<file path="config.mk">
export PLATFORM = sky130hd
export DESIGN_NAME = mul16_seq
export DESIGN_NICKNAME = d
export VERILOG_FILES = /design/src/rtl/mul16_seq.sv
export SDC_FILE = /design/constraint.sdc
export NUM_CORES = 1
export LEC_CHECK = 0
export CAP_MARGIN = 20
export CORE_MARGIN = 1.5
export CORE_UTILIZATION = 59
export CTS_BUF_LIST = sky130_fd_sc_hd__clkbuf_4 sky130_fd_sc_hd__clkbuf_8
export CTS_CLUSTER_SIZE = 8
export DETAILED_ROUTE_END_ITERATION = 7
export PLACE_DENSITY = 0.8
export SLEW_MARGIN = 40
export SYNTH_ARGS = -nofsm -noshare
export SYNTH_HDL_FRONTEND = slang
export SYNTH_SLANG_ARGS = --single-unit
</file>
<file path="constraint.sdc">
create_clock -name clk -period 3 [get_ports clk]
set_input_delay 0.6 -clock clk [delete_from_list [all_inputs] [get_ports clk]]
set_output_delay 0.6 -clock clk [all_outputs]
set_load 0.005 [all_outputs]
</file>
<file path="src/rtl/mul16_seq.sv">
// Sequential 16x16 -> 32-bit unsigned shift-add multiplier with ready/valid handshakes.
// Optional macro MUL16_EARLY_TERM_EN: leave RUN as soon as no multiplier bits remain.

module Add32 (
  input  logic [31:0] a,
  input  logic [31:0] b,
  input  logic        cin,
  output logic [31:0] sum,
  output logic        cout
);

  logic [32:0] full;

  assign full = {1'b0, a} + {1'b0, b} + {32'b0, cin};
  assign sum  = full[31:0];
  assign cout = full[32];

endmodule

module mul16_seq #(
  parameter int unsigned WIDTH = 16,
  parameter int unsigned CNT_W = 5
) (
  input  logic                 clk,
  input  logic                 rst_n,
  input  logic                 in_valid,
  output logic                 in_ready,
  input  logic [WIDTH-1:0]     a,
  input  logic [WIDTH-1:0]     b,
  output logic                 out_valid,
  input  logic                 out_ready,
  output logic [2*WIDTH-1:0]   product,
  output logic                 busy
);

  localparam int unsigned PW = 2 * WIDTH;

  generate
    if (WIDTH != 16) begin : g_bad_width
      $error("mul16_seq: WIDTH must be 16 (product feeds a fixed 32-bit Add32)");
    end
    if (WIDTH >= (1 << CNT_W)) begin : g_bad_cnt
      $error("mul16_seq: CNT_W too narrow to count WIDTH iterations");
    end
  endgenerate

  typedef enum logic [1:0] {
    IDLE = 2'd0,
    RUN  = 2'd1,
    DONE = 2'd2
  } state_t;

  state_t            state;
  logic [PW-1:0]     p;
  logic [PW-1:0]     m;
  logic [WIDTH-1:0]  q;
  logic [CNT_W-1:0]  cnt;
  logic [PW-1:0]     addend;
  logic [PW-1:0]     sum;
  logic              add_cout;
  logic              last_iter;

  assign addend = q[0] ? m : '0;

  Add32 u_add (
    .a    (p),
    .b    (addend),
    .cin  (1'b0),
    .sum  (sum),
    .cout (add_cout)
  );

`ifdef MUL16_EARLY_TERM_EN
  // q[WIDTH-1:1] is what remains of the multiplier after this iteration's shift
  assign last_iter = (cnt == CNT_W'(WIDTH - 1)) || (q[WIDTH-1:1] == '0);
`else
  assign last_iter = (cnt == CNT_W'(WIDTH - 1));
`endif

  assign in_ready = (state == IDLE);
  assign busy     = (state != IDLE);

  always_ff @(posedge clk or negedge rst_n) begin
    if (!rst_n) begin
      state     <= IDLE;
      p         <= '0;
      m         <= '0;
      q         <= '0;
      cnt       <= '0;
      out_valid <= 1'b0;
      product   <= '0;
    end else begin
      case (state)
        IDLE: begin
          if (in_valid) begin
            m     <= PW'(a);
            q     <= b;
            p     <= '0;
            cnt   <= '0;
            state <= RUN;
          end
        end
        RUN: begin
          p   <= sum;
          m   <= m << 1;
          q   <= q >> 1;
          cnt <= cnt + 1'b1;
          if (last_iter) begin
            state     <= DONE;
            out_valid <= 1'b1;
            product   <= sum;
          end
        end
        DONE: begin
          if (out_ready) begin
            out_valid <= 1'b0;
            state     <= IDLE;
          end
        end
        default: state <= IDLE;
      endcase
    end
  end

  // The product always fits in PW bits, so the shared adder never carries out.
  a_no_carry: assert property (@(posedge clk) disable iff (!rst_n)
                               (state == RUN) |-> !add_cout);

endmodule

</file>
; Word level (Yosys, flattened, before mapping)
; Cells that the tools add are included.
[classes]
add_sub_neg = 2
n_mul = 0
div_mod_pow = 0
order_cmp = 0
n_eq_ne = 6
shifts = 0
n_mux = 16
bitwise_logic = 0
n_reduce_logical = 8
[ops]
columns = operator, n
row1 = 32-bit one-hot mux with 2 select lines, 2
row2 = 32-bit two-way mux, 3
row3 = 32-bit adder, 1
row4 = 16-bit one-hot mux with 2 select lines, 1
row5 = 16-bit two-way mux, 1
row6 = 5-bit one-hot mux with 2 select lines, 1
row7 = 2-bit two-way mux, 3
row8 = 2-bit inequality test (second input constant), 3
row9 = 2-bit one-hot mux with 3 select lines, 1
row10 = 3-bit AND reduction, 2
row11 = 2-bit nonzero test, 3
row12 = 5-bit by 1-bit adder with 5-bit output (second input constant), 1
row13 = 5-bit by 4-bit equality test with 1-bit output (second input constant), 1
row14 = 5-bit two-way mux, 1
row15 = 2-bit AND reduction, 2
row16 = 2-bit by 1-bit equality test with 1-bit output (second input constant), 1
row17 = 2-bit equality test (second input constant), 1
row18 = 2-bit logical NOT, 1
row19 = 1-bit two-way mux, 2
row20 = 1-bit one-hot mux with 2 select lines, 1
[totals]
reg_bits = 120
latch_bits = 0
mem_bits_rw = 0
rom_bits = 0
inputBits = 36
out_inout_bits = 35
mem_count = 0

; Logic depth before layout (Yosys ltp)
[depth]
depth_word = 3
mapped_depth = 11
mapped_depth_nobuf = 10

; Modules after synthesis
; From an unflattened synthesis, not the netlist that was laid out.
[unflattened]
cells_unflattened = 649
hier_area_um2 = 6836.6
[by_module_without_submodules]
columns = module, n_inst, cells_each, area_per_inst_um2, seq_area_each_um2
row1 = mul16_seq, 1, 390, 4982.3, 3002.9
row2 = Add32, 1, 259, 1854.3, 0.0

; Least setup slack after synthesis
; Ideal clock, no wire load.
[synth_timing]
kind = register -> register
startpoint = register q[0]
endpoint = register product[26]
t_arrival_ns = 2.412
path_slack_ns = 0.457
stages_incl_launch_ff = 11
n_path_buf = 0
synth_period_minus_slack_ns = 2.543
path_cell_list = dfrtp_1 -> and2_1 -> ha_1 -> fa_1 -> a21o_2 -> a31o_1 -> a211oi_2 -> and4bb_4 -> a21oi_1 -> xor2_1 -> o21ai_1
[synth_between]
elab_chain_len = 2
[synth_lines]
columns = item, line
row1 = from (decl), 56  ; logic [WIDTH-1:0] q;
row2 = from (signal assigned), 106  ; q <= q >> 1;
row3 = 32-bit two-way mux, 63  ; assign addend = q[0] ? m : '0;
row4 = 32-bit adder, 14  ; assign full = {1'b0, a} + {1'b0, b} + {32'b0, cin};
row5 = to (signal assigned), 111  ; product <= sum;
row6 = to (decl), 32  ; output logic [2*WIDTH-1:0] product,
; No other way between the ends.
; A chain may end at the register's enable or synchronous reset.

; Worst setup path in the final report
[layout_timing]
startpoint = register q[0]
endpoint = register product[30]
; Same word-level chain as after synthesis.

==> flow_summary.toml <==
[outcome]
outcome = "completed"

[routing]
first_pass_iters = 5
drt_iter0_markers = 471
remaining_drc_errors = 0
wl_per_cell_um = 18.5
drt_wl_total_um = 17600
antenna_left = 0
viasPerCell = 6.17
num_vias = 5877

[pwr]
pwr-share-comb_pct = 42.7
p_int_uw = 4680
p_leak_uw = 0.00387
swShare_pct = 37.5
total_power_uw = 7500
seq_power_share_pct = 36.0
switching_power_uw = 2810
ir_drop_mv = 0.764
p_per_area_nw_per_um2 = 909
power_frac_clock_pct = 21.3

[timing]
setup_viol = 0
fin_crit_ns = 2.88
hold_viol = 0
setup_tns_ns = 0
slew_headroom_pct = 57.9
max_freq_mhz = 348
maxSlewViolCount = 0
worst_pin_slew_ns = 0.632
rsz0062_at_grt = "no"
timing.final.crit_share_pct = 95.9
worst_slack_ns = 0.124
fin_skew_ns = 0.00987

[clocking]
ctsRootBufferMaster = "clkbuf_8"
cts_setup_buffers = 0
clk_pin_slew_ns = 0.07
post_cts_resized = 0
cts_tree = "built"
cts_made_buffers = 17
cts_num_sinks = 120
clock_latency_ns = 0.45
cts_hold_repair.buffers = 0
htreeDepth = 4
cts_buffer_depth = 2

[final_layout]
fillers = 867
drive_gt1_share_pct = 10.5
final_common_cell = "dfrtp_1"
antenna_cells = 0
syn_to_final_growth_pct = 18.9
nets = 866
final_cell_mix = "dfrtp_1 (120), nand2_1 (79), clkdlybuf4s50_1 (69)"

[synthesis]
synthTopCellsByArea = "dfrtp_1 (43%), ha_1 (6.0%), a22o_1 (4.9%), a21oi_1 (4.9%), nand2_1 (4.3%)"
synth_edf_count = 0
synth-main-ff-cell = "dfrtp_1"
yosysUniqueCellTypes = 58
syn-cell-area_um2 = 6940
ys_warn_count = 0
ys_ff_latch = 120
synthArstFlopShare_pct = 100
syn_avg_cell_area_um2 = 9.42
ys_seq_area_share_pct = 43.3
post-synth-top-area-cell = "dfrtp_1"
syn_nets = 806
netlist_instances = 736
synth_top_area_share_pct = 43.3

[floorplanning]
die_x_um = 111
row_count = 39
ios = 71
die_h_um = 111
die_area_um2 = 12400
initial_utilization_pct = 60.7
coreArea_um2 = 11400

[flow_run]
max_cap_violations = 0

[critical_path]
cp.arrival_ns = 3.23
start_kind = "flip-flop"
critical_path_class = "flip-flop to flip-flop"
required_ns = 3.36
endpoint_kind = "flip-flop"
path_max_fanout = 20

[grt]
grt_use_total_pct = 29.4
antenna_found_initial = 0
grt_pass1_vias = 5797
grt_max_degree = 56
busiest_layer = "met2"
grt_first_pass_wirelength_um = 29200
use_met3_pct = 7.08
met1_usage_pct = 39.0
overflow = 0
met2_usage_pct = 47.8

[min_path]
hold_path_class = "primary input to asynchronous set/reset pin"

[placed_design]
io_buffers = 70
gp_congestion = 0.900
place_ws_ns = 0.177
place_hpwl_um = 12500
cells by family (layout without fill, tap and decap cells):
family	Yosys count	in the layout	synth area share [%]
AO/OA/AOI/OAI	244	244	22.9
AND/OR/NAND/NOR	230	230	17.6
flip-flops	120	120	43.3
buffers and inverters	63	136	3.64
adder cells (fa/ha/maj)	34	34	6.24
XOR/XNOR	26	26	3.28
multiplexers	19	19	3.12
cell usage after synthesis, drive strengths merged, types with 2 or more instances:
library cell / number
a211o: 5
a211oi: 3
a21boi: 2
a21o: 12
a21oi: 69
a221o: 3
a22o: 39
a22oi: 14
a31oi: 6
and2: 34
and3: 5
and3b: 17
and4: 2
buf: 12
clkbuf: 36
dfrtp: 120
ha: 33
inv: 15
mux2: 18
nand2: 79
nand2b: 2
nand3: 16
nand4: 10
nor2: 29
nor2b: 20
nor3: 8
nor4: 2
o211ai: 3
o21ai: 65
o21bai: 7
o221ai: 2
o22ai: 2
o31ai: 6
or3: 2
xnor2: 16
xor2: 10
path summary, 6_finish.rpt:
path,from,endpoint,slack [ns],cells past startpoint
max,q[0],product[30],0.12,10
min,rst_n,product[20],0.16,1
max reg2reg,q[0],product[30],0.12,10
min reg2reg,product[29],product[29],0.49,2
max in group asynchronous,rst_n,m[10],2.13,2
min in group clk,product[29],product[29],0.49,2
power by group through the flow:
stage	Sequential, µW	Combinational [µW]	Clock, µW
floorplan	2600	2110	0
global placement	2680	3080	0
detailed placement	2710	3190	0
CTS	2690	3200	1620
global route	2770	3510	1680
finish	2700	3200	1600
worst max-delay path, cell delays in order (launching register included):
cell	delay [ns]
dfrtp_1	0.39
buf_4	0.20
and2_1	0.18
fa_1	0.44
a21o_2	0.26
a31o_1	0.26
a211oi_2	0.27
and4bb_4	0.27
nand4_1	0.12
a31oi_1	0.11
o31ai_1	0.26
flip-flops by register name, indices dropped and copies added (netlist names):
register	count
product	32
out_valid	1
p	32
state	2
m	32
cnt	5
q	16
layout make-up:
type	count	area [µm²]	share of cell area, %
clock buffer	27	359	4.35
clock inverter	5	81.3	0.986
inverter	15	56.3	0.682
multi-input combinational	553	3710	44.9
sequential	120	3000	36.4
tap	143	179	2.17
timing repair buffer	89	866	10.5
metal layers:
metal	vias to the layer above	share of wire, %
li1	2790	-
met1	2899	46
met2	156	48
met3	32	4.3
met4	0	2.2
met5	-	0
per-stage QoR:
step | area, µm² | instances | util, % | hold slack [ns]
2_1_floorplan | 6940 | 736 | - | 0.304
3_3_place_gp | 7810 | 920 | 68.4 | 0.462
3_5_place_dp | 7810 | 920 | 68.4 | 0.470
4_1_cts | 8250 | 952 | 72.2 | 0.165
5_1_grt | 8250 | 952 | 72.3 | 0.197
6_report | 8250 | 952 | 72.3 | 0.164
(Power assumes the default switching activity.)
